File: config.mk
export PLATFORM = sky130hd
export DESIGN_NAME = debug_unit
export DESIGN_NICKNAME = d
export VERILOG_FILES = /design/src/rtl/debug_unit.sv
export SDC_FILE = /design/constraint.sdc
export NUM_CORES = 1
export LEC_CHECK = 0
export BUFFER_PORTS_ARGS = -buffer_cell sky130_fd_sc_hd__buf_4
export CAP_MARGIN = 25
export CORE_MARGIN = 4
export CORE_UTILIZATION = 40
export CTS_CLUSTER_SIZE = 28
export DETAILED_ROUTE_END_ITERATION = 10
export GPL_TIMING_DRIVEN = 0
export PLACE_DENSITY = 0.75
export SYNTH_ARGS = -nofsm -noshare
export SYNTH_HDL_FRONTEND = slang
export SYNTH_SLANG_ARGS = --single-unit
File: constraint.sdc
create_clock -name i_clk -period 2.9 [get_ports i_clk]
set_input_delay 0.29 -clock i_clk [delete_from_list [all_inputs] [get_ports i_clk]]
set_output_delay 0.29 -clock i_clk [all_outputs]
set_load 0.01 [all_outputs]
File: src/rtl/debug_unit.sv
// debug_unit: UART-side control unit for the pipelined MIPS core.
// It loads instruction memory from the host and gates the core clock enable for
// continuous or single-step execution. After each run, step or 'D' command it
// streams back a dump of the PC, the register file and a data-memory window.
// Optional feature macro: DEBUG_UNIT_CKSUM_EN. When it is defined, the load
// stream ends with an XOR checksum byte, and the dump stream gets one appended.
module debug_unit #(
  parameter int SIZE            = 32,
  parameter int MAX_INSTRUCTION = 64,
  parameter int NUM_REGISTERS   = 32,
  parameter int DUMP_WORDS      = 16,
  parameter int IMEM_ADDR_W     = $clog2(MAX_INSTRUCTION),
  parameter int REG_ADDR_W      = $clog2(NUM_REGISTERS),
  parameter int DMEM_ADDR_W     = $clog2(DUMP_WORDS)
) (
  input  logic                   i_clk,
  input  logic                   i_rst,
  input  logic [7:0]             i_rx_data,
  input  logic                   i_rx_done,
  output logic [7:0]             o_tx_data,
  output logic                   o_tx_start,
  input  logic                   i_tx_done,
  output logic                   o_imem_we,
  output logic [IMEM_ADDR_W-1:0] o_imem_addr,
  output logic [SIZE-1:0]        o_imem_data,
  output logic                   o_cpu_en,
  output logic                   o_cpu_rst,
  input  logic                   i_halt,
  input  logic [SIZE-1:0]        i_pc,
  output logic [REG_ADDR_W-1:0]  o_reg_addr,
  input  logic [SIZE-1:0]        i_reg_data,
  output logic [DMEM_ADDR_W-1:0] o_mem_addr,
  input  logic [SIZE-1:0]        i_mem_data,
  output logic [3:0]             o_state
);

  localparam int BPW         = SIZE / 8;
  localparam int BCW         = (BPW > 1) ? $clog2(BPW) : 1;
  localparam int TOTAL_WORDS = 1 + NUM_REGISTERS + DUMP_WORDS;
  localparam int WMAX        = (TOTAL_WORDS > MAX_INSTRUCTION) ? TOTAL_WORDS : MAX_INSTRUCTION;
  localparam int WCW         = $clog2(WMAX + 1);

  typedef enum logic [3:0] {
    IDLE       = 4'd0,
    LOAD_CNT   = 4'd1,
    LOAD_DATA  = 4'd2,
    LOAD_ACK   = 4'd3,
    RUN        = 4'd4,
    STEP       = 4'd5,
    DUMP_LATCH = 4'd6,
    DUMP_SEND  = 4'd7,
    DUMP_WAIT  = 4'd8,
    ERR        = 4'd9
  } state_e;

  state_e                 state_q, state_d;
  logic [BCW-1:0]         byte_q, byte_d;
  logic [WCW-1:0]         word_q, word_d;
  logic [WCW-1:0]         n_q, n_d;
  logic [SIZE-1:0]        shift_q, shift_d;
  logic                   tx_busy_q, tx_busy_d;
  logic [7:0]             tx_data_q, tx_data_d;
  logic                   tx_start_q, tx_start_d;
  logic                   imem_we_q, imem_we_d;
  logic [IMEM_ADDR_W-1:0] imem_addr_q, imem_addr_d;
  logic [SIZE-1:0]        imem_data_q, imem_data_d;
  logic                   cpu_en_q, cpu_en_d;
  logic                   cpu_rst_q, cpu_rst_d;
  logic [REG_ADDR_W-1:0]  reg_addr_q, reg_addr_d;
  logic [DMEM_ADDR_W-1:0] mem_addr_q, mem_addr_d;
  logic                   enter_dump;
  logic [31:0]            nxt_w;
`ifdef DEBUG_UNIT_CKSUM_EN
  logic [7:0]             cks_q, cks_d;
  logic                   cks_phase_q, cks_phase_d;
`endif

  // Next-state and registered-output logic; pulses default low every cycle.
  always_comb begin
    state_d     = state_q;
    byte_d      = byte_q;
    word_d      = word_q;
    n_d         = n_q;
    shift_d     = shift_q;
    tx_busy_d   = tx_busy_q;
    tx_data_d   = tx_data_q;
    tx_start_d  = 1'b0;
    imem_we_d   = 1'b0;
    imem_addr_d = imem_addr_q;
    imem_data_d = imem_data_q;
    cpu_en_d    = 1'b0;
    cpu_rst_d   = 1'b0;
    reg_addr_d  = reg_addr_q;
    mem_addr_d  = mem_addr_q;
    enter_dump  = 1'b0;
    nxt_w       = 32'(word_q) + 32'd1;
`ifdef DEBUG_UNIT_CKSUM_EN
    cks_d       = cks_q;
    cks_phase_d = cks_phase_q;
`endif
    unique case (state_q)
      IDLE: begin
        if (i_rx_done) begin
          case (i_rx_data)
            8'h4C: begin
              state_d = LOAD_CNT;
              byte_d  = '0;
              word_d  = '0;
`ifdef DEBUG_UNIT_CKSUM_EN
              cks_d       = 8'h00;
              cks_phase_d = 1'b0;
`endif
            end
            8'h43: begin
              state_d  = RUN;
              cpu_en_d = 1'b1;
            end
            8'h53: begin
              // A halted core is not stepped; the host still gets a dump.
              if (i_halt) begin
                enter_dump = 1'b1;
              end else begin
                state_d  = STEP;
                cpu_en_d = 1'b1;
              end
            end
            8'h44:   enter_dump = 1'b1;
            default: state_d = ERR;
          endcase
        end
      end
      LOAD_CNT: begin
        if (i_rx_done) begin
          if (i_rx_data == 8'd0 || 32'(i_rx_data) > 32'(MAX_INSTRUCTION)) begin
            state_d = ERR;
          end else begin
            n_d     = WCW'(i_rx_data);
            state_d = LOAD_DATA;
          end
        end
      end
      LOAD_DATA: begin
        if (i_rx_done) begin
`ifdef DEBUG_UNIT_CKSUM_EN
          if (cks_phase_q) begin
            state_d = (i_rx_data == cks_q) ? LOAD_ACK : ERR;
          end else
`endif
          begin
            // Bytes arrive LSB first, so shift each new byte in from the top.
            shift_d = {i_rx_data, shift_q[SIZE-1:8]};
`ifdef DEBUG_UNIT_CKSUM_EN
            cks_d = cks_q ^ i_rx_data;
`endif
            if (byte_q == BCW'(BPW - 1)) begin
              byte_d      = '0;
              imem_we_d   = 1'b1;
              imem_addr_d = IMEM_ADDR_W'(word_q);
              imem_data_d = {i_rx_data, shift_q[SIZE-1:8]};
              if (word_q == n_q - WCW'(1)) begin
`ifdef DEBUG_UNIT_CKSUM_EN
                cks_phase_d = 1'b1;
`else
                state_d = LOAD_ACK;
`endif
              end else begin
                word_d = word_q + WCW'(1);
              end
            end else begin
              byte_d = byte_q + BCW'(1);
            end
          end
        end
      end
      LOAD_ACK, ERR: begin
        // Single-byte reply; the core reset pulse accompanies a successful ack.
        if (!tx_busy_q) begin
          tx_start_d = 1'b1;
          tx_busy_d  = 1'b1;
          tx_data_d  = (state_q == ERR) ? 8'hEE : 8'h4B;
          cpu_rst_d  = (state_q == LOAD_ACK);
        end else if (i_tx_done) begin
          tx_busy_d = 1'b0;
          state_d   = IDLE;
        end
      end
      RUN: begin
        if (i_halt) enter_dump = 1'b1;
        else        cpu_en_d   = 1'b1;
      end
      STEP: enter_dump = 1'b1;
      DUMP_LATCH: begin
        if (word_q == '0)                                   shift_d = i_pc;
        else if (32'(word_q) <= 32'(NUM_REGISTERS))         shift_d = i_reg_data;
        else                                                shift_d = i_mem_data;
        // Present the next word's address now so memory data has settled by its latch.
        if (nxt_w <= 32'(NUM_REGISTERS)) begin
          reg_addr_d = REG_ADDR_W'(nxt_w - 32'd1);
        end
        if (nxt_w > 32'(NUM_REGISTERS) && nxt_w < 32'(TOTAL_WORDS)) begin
          mem_addr_d = DMEM_ADDR_W'(nxt_w - 32'd1 - 32'(NUM_REGISTERS));
        end
        state_d = DUMP_SEND;
      end
      DUMP_SEND: begin
        tx_data_d  = shift_q[7:0];
        tx_start_d = 1'b1;
        state_d    = DUMP_WAIT;
`ifdef DEBUG_UNIT_CKSUM_EN
        cks_d = cks_q ^ shift_q[7:0];
`endif
      end
      DUMP_WAIT: begin
        if (i_tx_done) begin
`ifdef DEBUG_UNIT_CKSUM_EN
          if (cks_phase_q) begin
            state_d = IDLE;
          end else
`endif
          begin
            shift_d = shift_q >> 8;
            if (byte_q == BCW'(BPW - 1)) begin
              byte_d = '0;
              if (32'(word_q) == 32'(TOTAL_WORDS - 1)) begin
`ifdef DEBUG_UNIT_CKSUM_EN
                cks_phase_d = 1'b1;
                shift_d     = {{(SIZE-8){1'b0}}, cks_q};
                state_d     = DUMP_SEND;
`else
                state_d = IDLE;
`endif
              end else begin
                word_d  = word_q + WCW'(1);
                state_d = DUMP_LATCH;
              end
            end else begin
              byte_d  = byte_q + BCW'(1);
              state_d = DUMP_SEND;
            end
          end
        end
      end
      default: state_d = IDLE;
    endcase
    if (enter_dump) begin
      state_d    = DUMP_LATCH;
      word_d     = '0;
      byte_d     = '0;
      reg_addr_d = '0;
      mem_addr_d = '0;
`ifdef DEBUG_UNIT_CKSUM_EN
      cks_d       = 8'h00;
      cks_phase_d = 1'b0;
`endif
    end
  end

  // State and output registers; reset abandons any transfer in flight.
  always_ff @(posedge i_clk or negedge i_rst) begin
    if (!i_rst) begin
      state_q     <= IDLE;
      byte_q      <= '0;
      word_q      <= '0;
      n_q         <= '0;
      shift_q     <= '0;
      tx_busy_q   <= 1'b0;
      tx_data_q   <= 8'h00;
      tx_start_q  <= 1'b0;
      imem_we_q   <= 1'b0;
      imem_addr_q <= '0;
      imem_data_q <= '0;
      cpu_en_q    <= 1'b0;
      cpu_rst_q   <= 1'b0;
      reg_addr_q  <= '0;
      mem_addr_q  <= '0;
`ifdef DEBUG_UNIT_CKSUM_EN
      cks_q       <= 8'h00;
      cks_phase_q <= 1'b0;
`endif
    end else begin
      state_q     <= state_d;
      byte_q      <= byte_d;
      word_q      <= word_d;
      n_q         <= n_d;
      shift_q     <= shift_d;
      tx_busy_q   <= tx_busy_d;
      tx_data_q   <= tx_data_d;
      tx_start_q  <= tx_start_d;
      imem_we_q   <= imem_we_d;
      imem_addr_q <= imem_addr_d;
      imem_data_q <= imem_data_d;
      cpu_en_q    <= cpu_en_d;
      cpu_rst_q   <= cpu_rst_d;
      reg_addr_q  <= reg_addr_d;
      mem_addr_q  <= mem_addr_d;
`ifdef DEBUG_UNIT_CKSUM_EN
      cks_q       <= cks_d;
      cks_phase_q <= cks_phase_d;
`endif
    end
  end

  assign o_tx_data   = tx_data_q;
  assign o_tx_start  = tx_start_q;
  assign o_imem_we   = imem_we_q;
  assign o_imem_addr = imem_addr_q;
  assign o_imem_data = imem_data_q;
  assign o_cpu_en    = cpu_en_q;
  assign o_cpu_rst   = cpu_rst_q;
  assign o_reg_addr  = reg_addr_q;
  assign o_mem_addr  = mem_addr_q;
  assign o_state     = state_q;

endmodule

==> results of run 1 <==
-- registers in the layout, indices dropped and copies added, names as in the netlist, 2 cells and up --
register	count
byte_q	2
o_reg_addr	5
word_q	7
o_tx_data	8
o_mem_addr	4
o_imem_data	32
n_q	7
o_state	4
shift_q	32
o_imem_addr	6
-- path summary, 6_finish.rpt --
path / end / startpoint / cells past startpoint
min in group asynchronous: word_q[5] / i_rst / 2
min reg2reg: o_tx_data[3] / shift_q[3] / 2
min: o_imem_data[25] / i_rx_data[1] / 2
max in group asynchronous: o_tx_data[5] / i_rst / 3
max: word_q[0] / n_q[0] / 9
max reg2reg: word_q[0] / n_q[0] / 9
-- worst reg2reg max path: stages (launching register included) --
cell,delay [ps]
dfrtp_1,410
inv_1,70
ha_1,160
or3b_1,360
a211oi_2,270
nand4_2,170
nor4_4,500
or2_1,180
buf_6,140
mux2_4,300
-- final cells by class --
cell class	instances	share of cell area, %
Inverter	14	0.647
Clock buffer	9	2.77
Clock inverter	7	1.05
Buffer	49	2.85
Multi-Input combinational cell	497	39.0
Sequential cell	112	34.5
Tap cell	188	2.90
Timing Repair Buffer	172	16.2
-- repair_timing --
item                                    CTS  global route
endpoints found under the setup margin   32            39
hold buffers                              1             0
gates resized for setup                   8            11
endpoints found under the hold margin    51             0
-- power by group through the flow --
stage                     logic, uW  clock network [uW]  registers [uW]
after floorplan                1030                   0            2230
after CTS                      2060                1340            2140
final                          2060                1330            2140
after global routing           2240                1410            2180
after detailed placement       2030                   0            2160
after global placement         2000                   0            2140
-- metrics by stage --
stage | utilization, % | worst slack [ps] | TNS (ps)
finish | 53.4 | 220 | 0
global placement | 50.8 | -182 | -3180
floorplan | - | 486 | 0
CTS | 53.3 | 0.526 | 0
detailed placement | 51.0 | -221 | -3640
global route | 53.4 | 10.3 | 0
-- synth_stat cells (3+ instances only) --
cell type and instances:
inv_1 14, a211o_1 3, nor4b_1 6, mux2_2 49, xnor2_1 7, nand3_1 6, a211oi_1 4, nor2_1 96
dfrtp_1 112, o21ai_1 5, o21ai_0 18, ha_1 4, nor2b_1 8, and3_1 3, nand2_1 97, nand3b_1 3
clkbuf_1 31, xor2_1 5, o41ai_2 4, o21bai_1 4, o31ai_1 6, nor3_1 7, a21oi_1 73, mux2i_1 5
nor4_1 3, buf_2 12, a311oi_1 33
-- routing by layer --
| metal | wire, um | vias up | share of wire (%) |
|---|---|---|---|
| met2 | 9260 | 208 | 48 |
| met1 | 8330 | 2858 | 43 |
| met5 | 0 | - | 0 |
| met3 | 1380 | 29 | 7.1 |
| met4 | 454 | 0 | 2.3 |
| li1 | - | 2760 | - |
-- kinds of logic after synthesis --
kind of cell / count (synthesis)
AND/OR/NAND/NOR: 250
AO/OA/AOI/OAI: 174
flip-flops: 112
buffers and inverters: 63
multiplexers: 57
XOR/XNOR: 12
adder cells (fa/ha/maj): 4
==> results.ini, run 1 <==
[synthesis]
synthMuxAreaShare_pct=10.3
synth_top_family_by_area=compound AO/OA/AOI/OAI gates
synth_cell_types=69
postSynthCellCount=672
synthDominantCellAreaShare_pct=45.1
mappedNetlistArea_sq_um=6210
synth_edf_count=0
ys_ff_latch=112
synth_compound_area_share_pct=19.3
avgSynthCellArea_sq_um=9.24
yosys.area_share.adder_pct=0.806
synth-simple-area-share_pct=18.4
synth_area_leader_cell=dfrtp_1
async_flop_share_pct=100
ys.flop_type=dfrtp_1
syn_nets=785
ys_seq_area_share_pct=45.1
synth-xor-area-share_pct=1.69
yosysWarnings=0
synthTopCellsByArea=dfrtp_1 45%, mux2_2 8.9%, a21oi_1 5.9%

[floorplanning]
dieHeight_um=133
start_util_pct=40.9
die_w_um=133
core_sq_um=15200
ioPinCount=172
die_area_sq_um=17600
rows=45

[cells_and_area]
seqCellArea_sq_um=2800
fin_nets=968
nFillCells=1423
most-common-layout-cells=171 x buf_4, 112 x dfrtp_1, 96 x nor2_1, 96 x nand2_1, 72 x a21oi_1
syn_to_final_growth_pct=30.7
layout_commonest_cell=buf_4
diodes=0
layoutNonFillerInstCount=1048
multi_input_area_sq_um=3170
drive_above_1_share_pct=33.1
finalInstanceArea_sq_um=8120

[worst_setup_path]
endpoint_kind=flip-flop
slowest_stage=nor4_4
start_kind=flip-flop
critPathBufInv=2
cpPeakStageDelay_ps=500
crit_path_max_fanout=7
arrival_ps=2920
reg2reg_slack_ps=220
path_cells=inv_1, ha_1, or3b_1, a211oi_2, nand4_2, nor4_4, or2_1, buf_6, mux2_4
crit_type=reg2reg
critPathTopFamily=simple AND/OR/NAND/NOR gates
crit_required_ps=3140

[status]
outcome=completed

[cts]
clk_pin_slew_ps=70
htreeDepth=3
cts.sinks=112
cts_tree=built
post_cts_buffers=0
cts_made_buffers=9
clockBufferDepth=2
cts_root_buf=clkbuf_16
insertion_delay_ps=370

[pwr]
switching_power_uw=1960
power-per-cell-area_nw_per_um2=681
pwr-share-clk_pct=24.1
leakagePower_uw=0.00361
ir_drop_mv=0.390
p_total_uw=5530
swShare_pct=35.4
seqPwrFrac_pct=38.7
p_int_uw=3570
power_frac_comb_pct=37.2

[routing]
first_iter_violations=464
via_count=5855
antenna_left=0
vias_per_cell=5.59
wirelength_mm=19.4
wl_per_cell_um=18.5
drc=0
dr.pass1.iters=5

[placed_design]
placed_area_sq_um=7750
place.gp.congestion=0.925
dp_cells=1031
io_buffer_count=170
dp_hpwl_mm=14.5

[sta]
post-route-period-util_pct=92.4
hold_viol=0
max_freq_ghz=0.373
slew_headroom_pct=48.0
slew_violations=0
rsz0062_at_grt=false
tightest_slew_ps=769
finalSetupViolations=0
clock_skew_ps=10.9
min_period_ps=2680
hold_ws_ps=224

[global_route]
grt_first_pass_wirelength_mm=31.1
grt_use_met3_pct=5.06
grt_pass1_vias=5765
grt_max_degree=62
grt-ovfl-total=0
antenna_found_initial=0
met2_usage_pct=34.8
met1_usage_pct=29.8
track_usage_pct=21.9
top_usage_layer=met2

[worst_hold_path]
min_path_type=in2reg

[run]
drv_cap=0

Note: power is estimated with default switching activity, not from simulation.
==> inputs of run 2 (changes only) <==
PLACE_DENSITY = 0.77   (was 0.75)
clock period = 2.4 ns   (was 2.9 ns; I/O delays follow)
==> run 2 against run 1 <==
Net effect:
- sequential power is 22% higher
- register-to-register slack worse by 200 ps
- critical path depth is 1 lower
- combinational power is 26% higher
- design area is 3.1% higher
- first-iteration DRC count is 12% higher
- worst hold slack worse by 47 ps
- core utilization is 1.6 points higher
- die area stayed put
- clock skew is 2.1 ps higher
- count of clock-buffer cells in the layout stayed put
==> results.ini, run 2 (synthesized netlist as in run 1, its figures left out) <==
[placed_design]
dp_hpwl_mm=14.5  ; about the same
dp_cells=1031  ; unchanged
place.gp.congestion=0.898  ; was 0.925
io_buffer_count=170  ; unchanged

[sta]
rsz0062_at_grt=true  ; was false
clock_skew_ps=13.0  ; was 10.9 ps
finalSetupViolations=0  ; unchanged
tightest_slew_ps=755  ; was 769 ps
hold_viol=0  ; unchanged
slew_violations=0  ; unchanged
max_freq_ghz=0.420  ; was 0.373 GHz
min_period_ps=2380  ; was 2680 ps
slew_headroom_pct=49.0  ; was 48.0%
post-route-period-util_pct=99.2  ; was 92.4%

[pwr]
pwr-share-clk_pct=22.5  ; was 24.1%
power-per-cell-area_nw_per_um2=802  ; was 681 nW/um^2
power_frac_comb_pct=38.6  ; was 37.2%
swShare_pct=35.8  ; was 35.4%
switching_power_uw=2400  ; was 1960 uW
leakagePower_uw=0.00378  ; was 0.00361 uW
ir_drop_mv=0.397  ; was 0.390 mV
p_total_uw=6710  ; was 5530 uW
p_int_uw=4300  ; was 3570 uW
seqPwrFrac_pct=38.9  ; was 38.7%

[cts]
cts_root_buf=clkbuf_16  ; unchanged
htreeDepth=3  ; unchanged
clk_pin_slew_ps=80  ; was 70 ps
clockBufferDepth=2  ; unchanged
cts_tree=built  ; unchanged
insertion_delay_ps=360  ; was 370 ps
cts.sinks=112  ; unchanged
cts_made_buffers=9  ; unchanged

[routing]
vias_per_cell=5.55  ; was 5.59
first_iter_violations=520  ; was 464
via_count=5894  ; was 5855
wirelength_mm=19.4  ; about the same
drc=0  ; unchanged
wl_per_cell_um=18.3  ; was 18.5 um
antenna_left=0  ; unchanged
dr.pass1.iters=5  ; unchanged

[worst_setup_path]
endpoint_kind=flip-flop  ; unchanged
crit_path_max_fanout=8  ; was 7
crit_type=reg2reg  ; unchanged
start_kind=flip-flop  ; unchanged
reg2reg_depth=8  ; was 9
crit_required_ps=2640  ; was 3140 ps
arrival_ps=2620  ; was 2920 ps

[global_route]
met2_usage_pct=34.7  ; was 34.8%
grt-ovfl-total=0  ; unchanged
grt_first_pass_wirelength_mm=30.4  ; was 31.1 mm
grt_max_degree=73  ; was 62
met1_usage_pct=29.0  ; was 29.8%
top_usage_layer=met2  ; unchanged
grt_use_met3_pct=4.11  ; was 5.06%
grt_pass1_vias=5743  ; was 5765
track_usage_pct=21.5  ; was 21.9%
antenna_found_initial=0  ; unchanged

[cells_and_area]
syn_to_final_growth_pct=34.7  ; was 30.7%
nFillCells=1412  ; was 1423
layout_commonest_cell=buf_4  ; unchanged
drive_above_1_share_pct=37.6  ; was 33.1%
diodes=0  ; unchanged
fin_nets=982  ; was 968
layoutNonFillerInstCount=1062  ; was 1048
most-common-layout-cells=187 x buf_4, 111 x dfrtp_1, 96 x nor2_1, 96 x nand2_1, 72 x a21oi_1  ; was 171 x buf_4, 112 x dfrtp_1, 96 x nor2_1, 96 x nand2_1, 72 x a21oi_1

[run]
drv_cap=0  ; unchanged

[worst_hold_path]
min_path_type=in2reg  ; unchanged
whs_path_depth=2  ; unchanged

[floorplanning]
die_w_um=133  ; unchanged
start_util_pct=40.9  ; unchanged
rows=45  ; unchanged
die_area_sq_um=17600  ; unchanged
ioPinCount=172  ; unchanged
core_sq_um=15200  ; unchanged
dieHeight_um=133  ; unchanged

[status]
outcome=completed  ; unchanged

## run 2: changes by cell type in the layout (fill, tap and decap cells not counted), sizes merged
cell / delta
clkbuf: -4
buf: +18
clkinv: +3
clkinvlp: -2
bufinv: -1
## run 2: worst paths after layout
check | startpoint | end | slack [ps]
setup / recovery | o_state[3] | word_q[0] | 20
hold / removal | i_rx_data[1] | o_imem_data[25] | 180
setup reg to reg | o_state[3] | word_q[0] | 20
hold reg to reg | shift_q[1] | o_tx_data[1] | 480
max in group asynchronous | i_rst | tx_busy_q | 1370
min in group asynchronous | i_rst | o_imem_addr[2] | 370
## run 2: critical path, cell delays in order, from the launching register on
cell,delay (ps)
dfrtp_1,390
buf_6,140
or4_4,550
a41o_1,270
a31oi_4,210
a21o_4,160
or2_1,110
buf_6,120
mux2_4,300
## run 2: layout make-up
class / instances / area, sq um / area share [%]
inverters: 14 / 52.6 / 0.628
multi-input cells: 497 / 3280 / 39.2
plain buffers: 48 / 272 / 3.25
clock inverters: 7 / 72.6 / 0.867
repair buffers: 187 / 1430 / 17.1
clock buffers: 9 / 225 / 2.69
flip-flops and latches: 112 / 2800 / 33.5
well taps: 188 / 235 / 2.81
## run 2: stage by stage
stage / cell area, sq um / hold WS, ps / utilization [%] / TNS [ps] / setup slack [ps]
after floorplan: 6210 / -55.6 / - / -3.47 / -3.47
after global placement: 7720 / 459 / 50.8 / -28200 / -594
after detailed placement: 7750 / 188 / 51.0 / -29720 / -637
after CTS: 8240 / 169 / 54.2 / -22.1 / -22.1
after global routing: 8370 / 184 / 55.0 / -53.2 / -52.3
final: 8370 / 177 / 55.0 / 0 / 18.4
## run 2: timing repair
item / CTS / global route
setup buffers: 11 / 4
hold endpoints to repair: 40 / 0
gates resized for setup: 33 / 39
setup endpoints to repair: 83 / 56
pin swaps: 9 / 7
hold buffers: 1 / 0
gates cloned: 0 / 0
## run 2: routing by layer
layer	wire length (um)	vias to the layer above
met1	8580	2855
li1	-	2787
met5	0	-
met2	9270	214
met3	1090	38
met4	458	0
## run 2: power by group through the flow
stage          Clock [uW]  Sequential, uW  Combinational (uW)
2_1_floorplan           0            2690                1250
3_3_place_gp            0            2590                2410
3_5_place_dp            0            2610                2470
4_1_cts              1540            2580                2570
5_1_grt              1620            2660                2810
6_report             1510            2610                2590
==> inputs of run 3 (changes only) <==
CORE_UTILIZATION = 48   (was 40)
PLACE_DENSITY = 0.88   (was 0.77)
SKIP_CTS_REPAIR_TIMING = 1   (was unset)
==> run 3 against run 2 <==
Net effect:
- the run now ends with setup timing left
- via count is 3.5% higher
- maximum frequency decreased by 9.3%
- die area decreased by 16%
- largest cell class unchanged
==> results.ini, run 3 (synthesized netlist as in run 1, its figures left out) <==
[pwr]
pwr-share-clk_pct=22.2  ; was 22.5%
power-per-cell-area_nw_per_um2=806  ; was 802 nW/um^2
seqPwrFrac_pct=39.0  ; was 38.9%
p_int_uw=4380  ; was 4300 uW
ir_drop_mv=0.597  ; was 0.397 mV
switching_power_uw=2350  ; was 2400 uW
swShare_pct=34.9  ; was 35.8%
leakagePower_uw=0.00372  ; was 0.00378 uW
power_frac_comb_pct=38.7  ; was 38.6%

[status]
outcome=complete, but fails checks  ; was completed
violations=setup timing

[cts]
cts_made_buffers=9  ; unchanged
cts_tree=built  ; unchanged
clockBufferDepth=2  ; unchanged
cts.sinks=112  ; unchanged
clk_pin_slew_ps=70  ; was 80 ps
htreeDepth=3  ; unchanged
insertion_delay_ps=350  ; was 360 ps
cts_root_buf=clkbuf_16  ; unchanged

[routing]
first_iter_violations=547  ; was 520
antenna_left=0  ; unchanged
wirelength_mm=19.8  ; was 19.4 mm
vias_per_cell=5.90  ; was 5.55
wl_per_cell_um=19.2  ; was 18.3 um
via_count=6098  ; was 5894
drc=0  ; unchanged
dr.pass1.iters=5  ; unchanged

[cells_and_area]
diodes=0  ; unchanged
finalInstanceArea_sq_um=8350  ; was 8370 sq um
fin_nets=973  ; was 982
layoutNonFillerInstCount=1034  ; was 1062
layout_commonest_cell=buf_4  ; unchanged
syn_to_final_growth_pct=34.4  ; was 34.7%
drive_above_1_share_pct=38.2  ; was 37.6%
nFillCells=1012  ; was 1412
most-common-layout-cells=182 x buf_4, 111 x dfrtp_1, 96 x nor2_1, 96 x nand2_1, 72 x a21oi_1  ; was 187 x buf_4, 111 x dfrtp_1, 96 x nor2_1, 96 x nand2_1, 72 x a21oi_1

[sta]
tightest_slew_ps=891  ; was 755 ps
hold_ws_ps=3.86  ; was 177 ps
worst_slack_ps=-227  ; was 18.4 ps
max_freq_ghz=0.381  ; was 0.420 GHz
slew_headroom_pct=40.6  ; was 49.0%
clock_skew_ps=10.7  ; was 13.0 ps
min_period_ps=2630  ; was 2380 ps
rsz0062_at_grt=true  ; unchanged
finalSetupViolations=9  ; was 0
slew_violations=0  ; unchanged
post-route-period-util_pct=109  ; was 99.2%
hold_viol=0  ; unchanged

[floorplanning]
dieHeight_um=122  ; was 133 um
core_sq_um=12600  ; was 15200 sq um
rows=41  ; was 45
ioPinCount=172  ; unchanged
die_area_sq_um=14800  ; was 17600 sq um
die_w_um=122  ; was 133 um
start_util_pct=49.2  ; was 40.9%

[worst_setup_path]
crit_path_max_fanout=5  ; was 8
r2r-end=word_q[0]  ; unchanged
start_kind=flip-flop  ; unchanged
endpoint_kind=flip-flop  ; unchanged
reg2reg_depth=10  ; was 8
arrival_ps=2860  ; was 2620 ps
crit_type=reg2reg  ; unchanged
crit_required_ps=2630  ; was 2640 ps
r2r-start=n_q[1]  ; was o_state[3]
reg2reg_slack_ps=-230  ; was 20 ps

[global_route]
met2_usage_pct=40.3  ; was 34.7%
antenna_found_initial=0  ; unchanged
grt-ovfl-total=0  ; unchanged
grt_pass1_vias=5761  ; was 5743
track_usage_pct=25.0  ; was 21.5%
top_usage_layer=met2  ; unchanged
grt_max_degree=68  ; was 73
met1_usage_pct=33.5  ; was 29.0%
grt_use_met3_pct=5.34  ; was 4.11%
grt_first_pass_wirelength_mm=29.4  ; was 30.4 mm

[placed_design]
io_buffer_count=170  ; unchanged
dp_cells=1015  ; was 1031
dp_hpwl_mm=14.2  ; was 14.5 mm
place.gp.congestion=0.922  ; was 0.898
placed_area_sq_um=7730  ; was 7750 sq um

[worst_hold_path]
min_path_type=in2async  ; was in2reg

[run]
drv_cap=0  ; unchanged

-- run 3: final cells by class --
type	instances	area, sq um	area share [%]
inverter	14	52.6	0.629
sequential	112	2800	33.6
clock buffer	10	239	2.86
clock inverter	3	43.8	0.525
tap	172	215	2.58
buffer	47	273	3.27
multi-input combinational	497	3360	40.2
timing repair buffer	179	1360	16.3
-- run 3: critical path, cell delays in order (launching register included) --
cell	delay, ps
dfrtp_1	390
inv_1	70
ha_2	170
or3b_1	360
a211oi_2	270
nand4_2	190
nor4_4	320
buf_4	200
or2_1	130
buf_6	110
mux2_4	290
-- run 3: power by group through the flow --
| stage | Combinational (uW) | Clock, uW | Sequential, uW |
|---|---|---|---|
| floorplan | 1250 | 0 | 2690 |
| global placement | 2380 | 0 | 2580 |
| detailed placement | 2440 | 0 | 2600 |
| CTS | 2450 | 1510 | 2580 |
| global route | 2820 | 1580 | 2660 |
| finish | 2600 | 1500 | 2620 |
-- run 3: how the worst max path moves through the flow --
| stage | depth (start not counted) | slack [ps] | to | from |
|---|---|---|---|---|
| floorplan | 9 | -3 | word_q[0] | n_q[0] |
| global placement | 10 | -540 | shift_q[11] | word_q[0] |
| detailed placement | 10 | -580 | shift_q[30] | word_q[0] |
| CTS | 10 | -640 | shift_q[17] | word_q[0] |
| global route | 10 | -330 | word_q[0] | n_q[1] |
| finish | 10 | -230 | word_q[0] | n_q[1] |
-- run 3: metrics by stage --
stage | worst slack [ps] | setup TNS (ps) | utilization, % | total power [uW]
final | -227 | -1050 | 66.2 | 6720
after global routing | -331 | -3980 | 66.2 | 7060
after CTS | -640 | -22270 | 63.5 | 6530
after detailed placement | -578 | -21270 | 61.3 | 5050
after global placement | -538 | -20060 | 61.0 | 4960
after floorplan | -3.47 | -3.47 | - | 3940
-- run 3: layer usage --
metal / share of wire (%) / vias up
met5: 0 / -
met4: 3.4 / 0
met3: 9.2 / 72
met2: 48 / 368
met1: 39 / 2898
li1: - / 2760
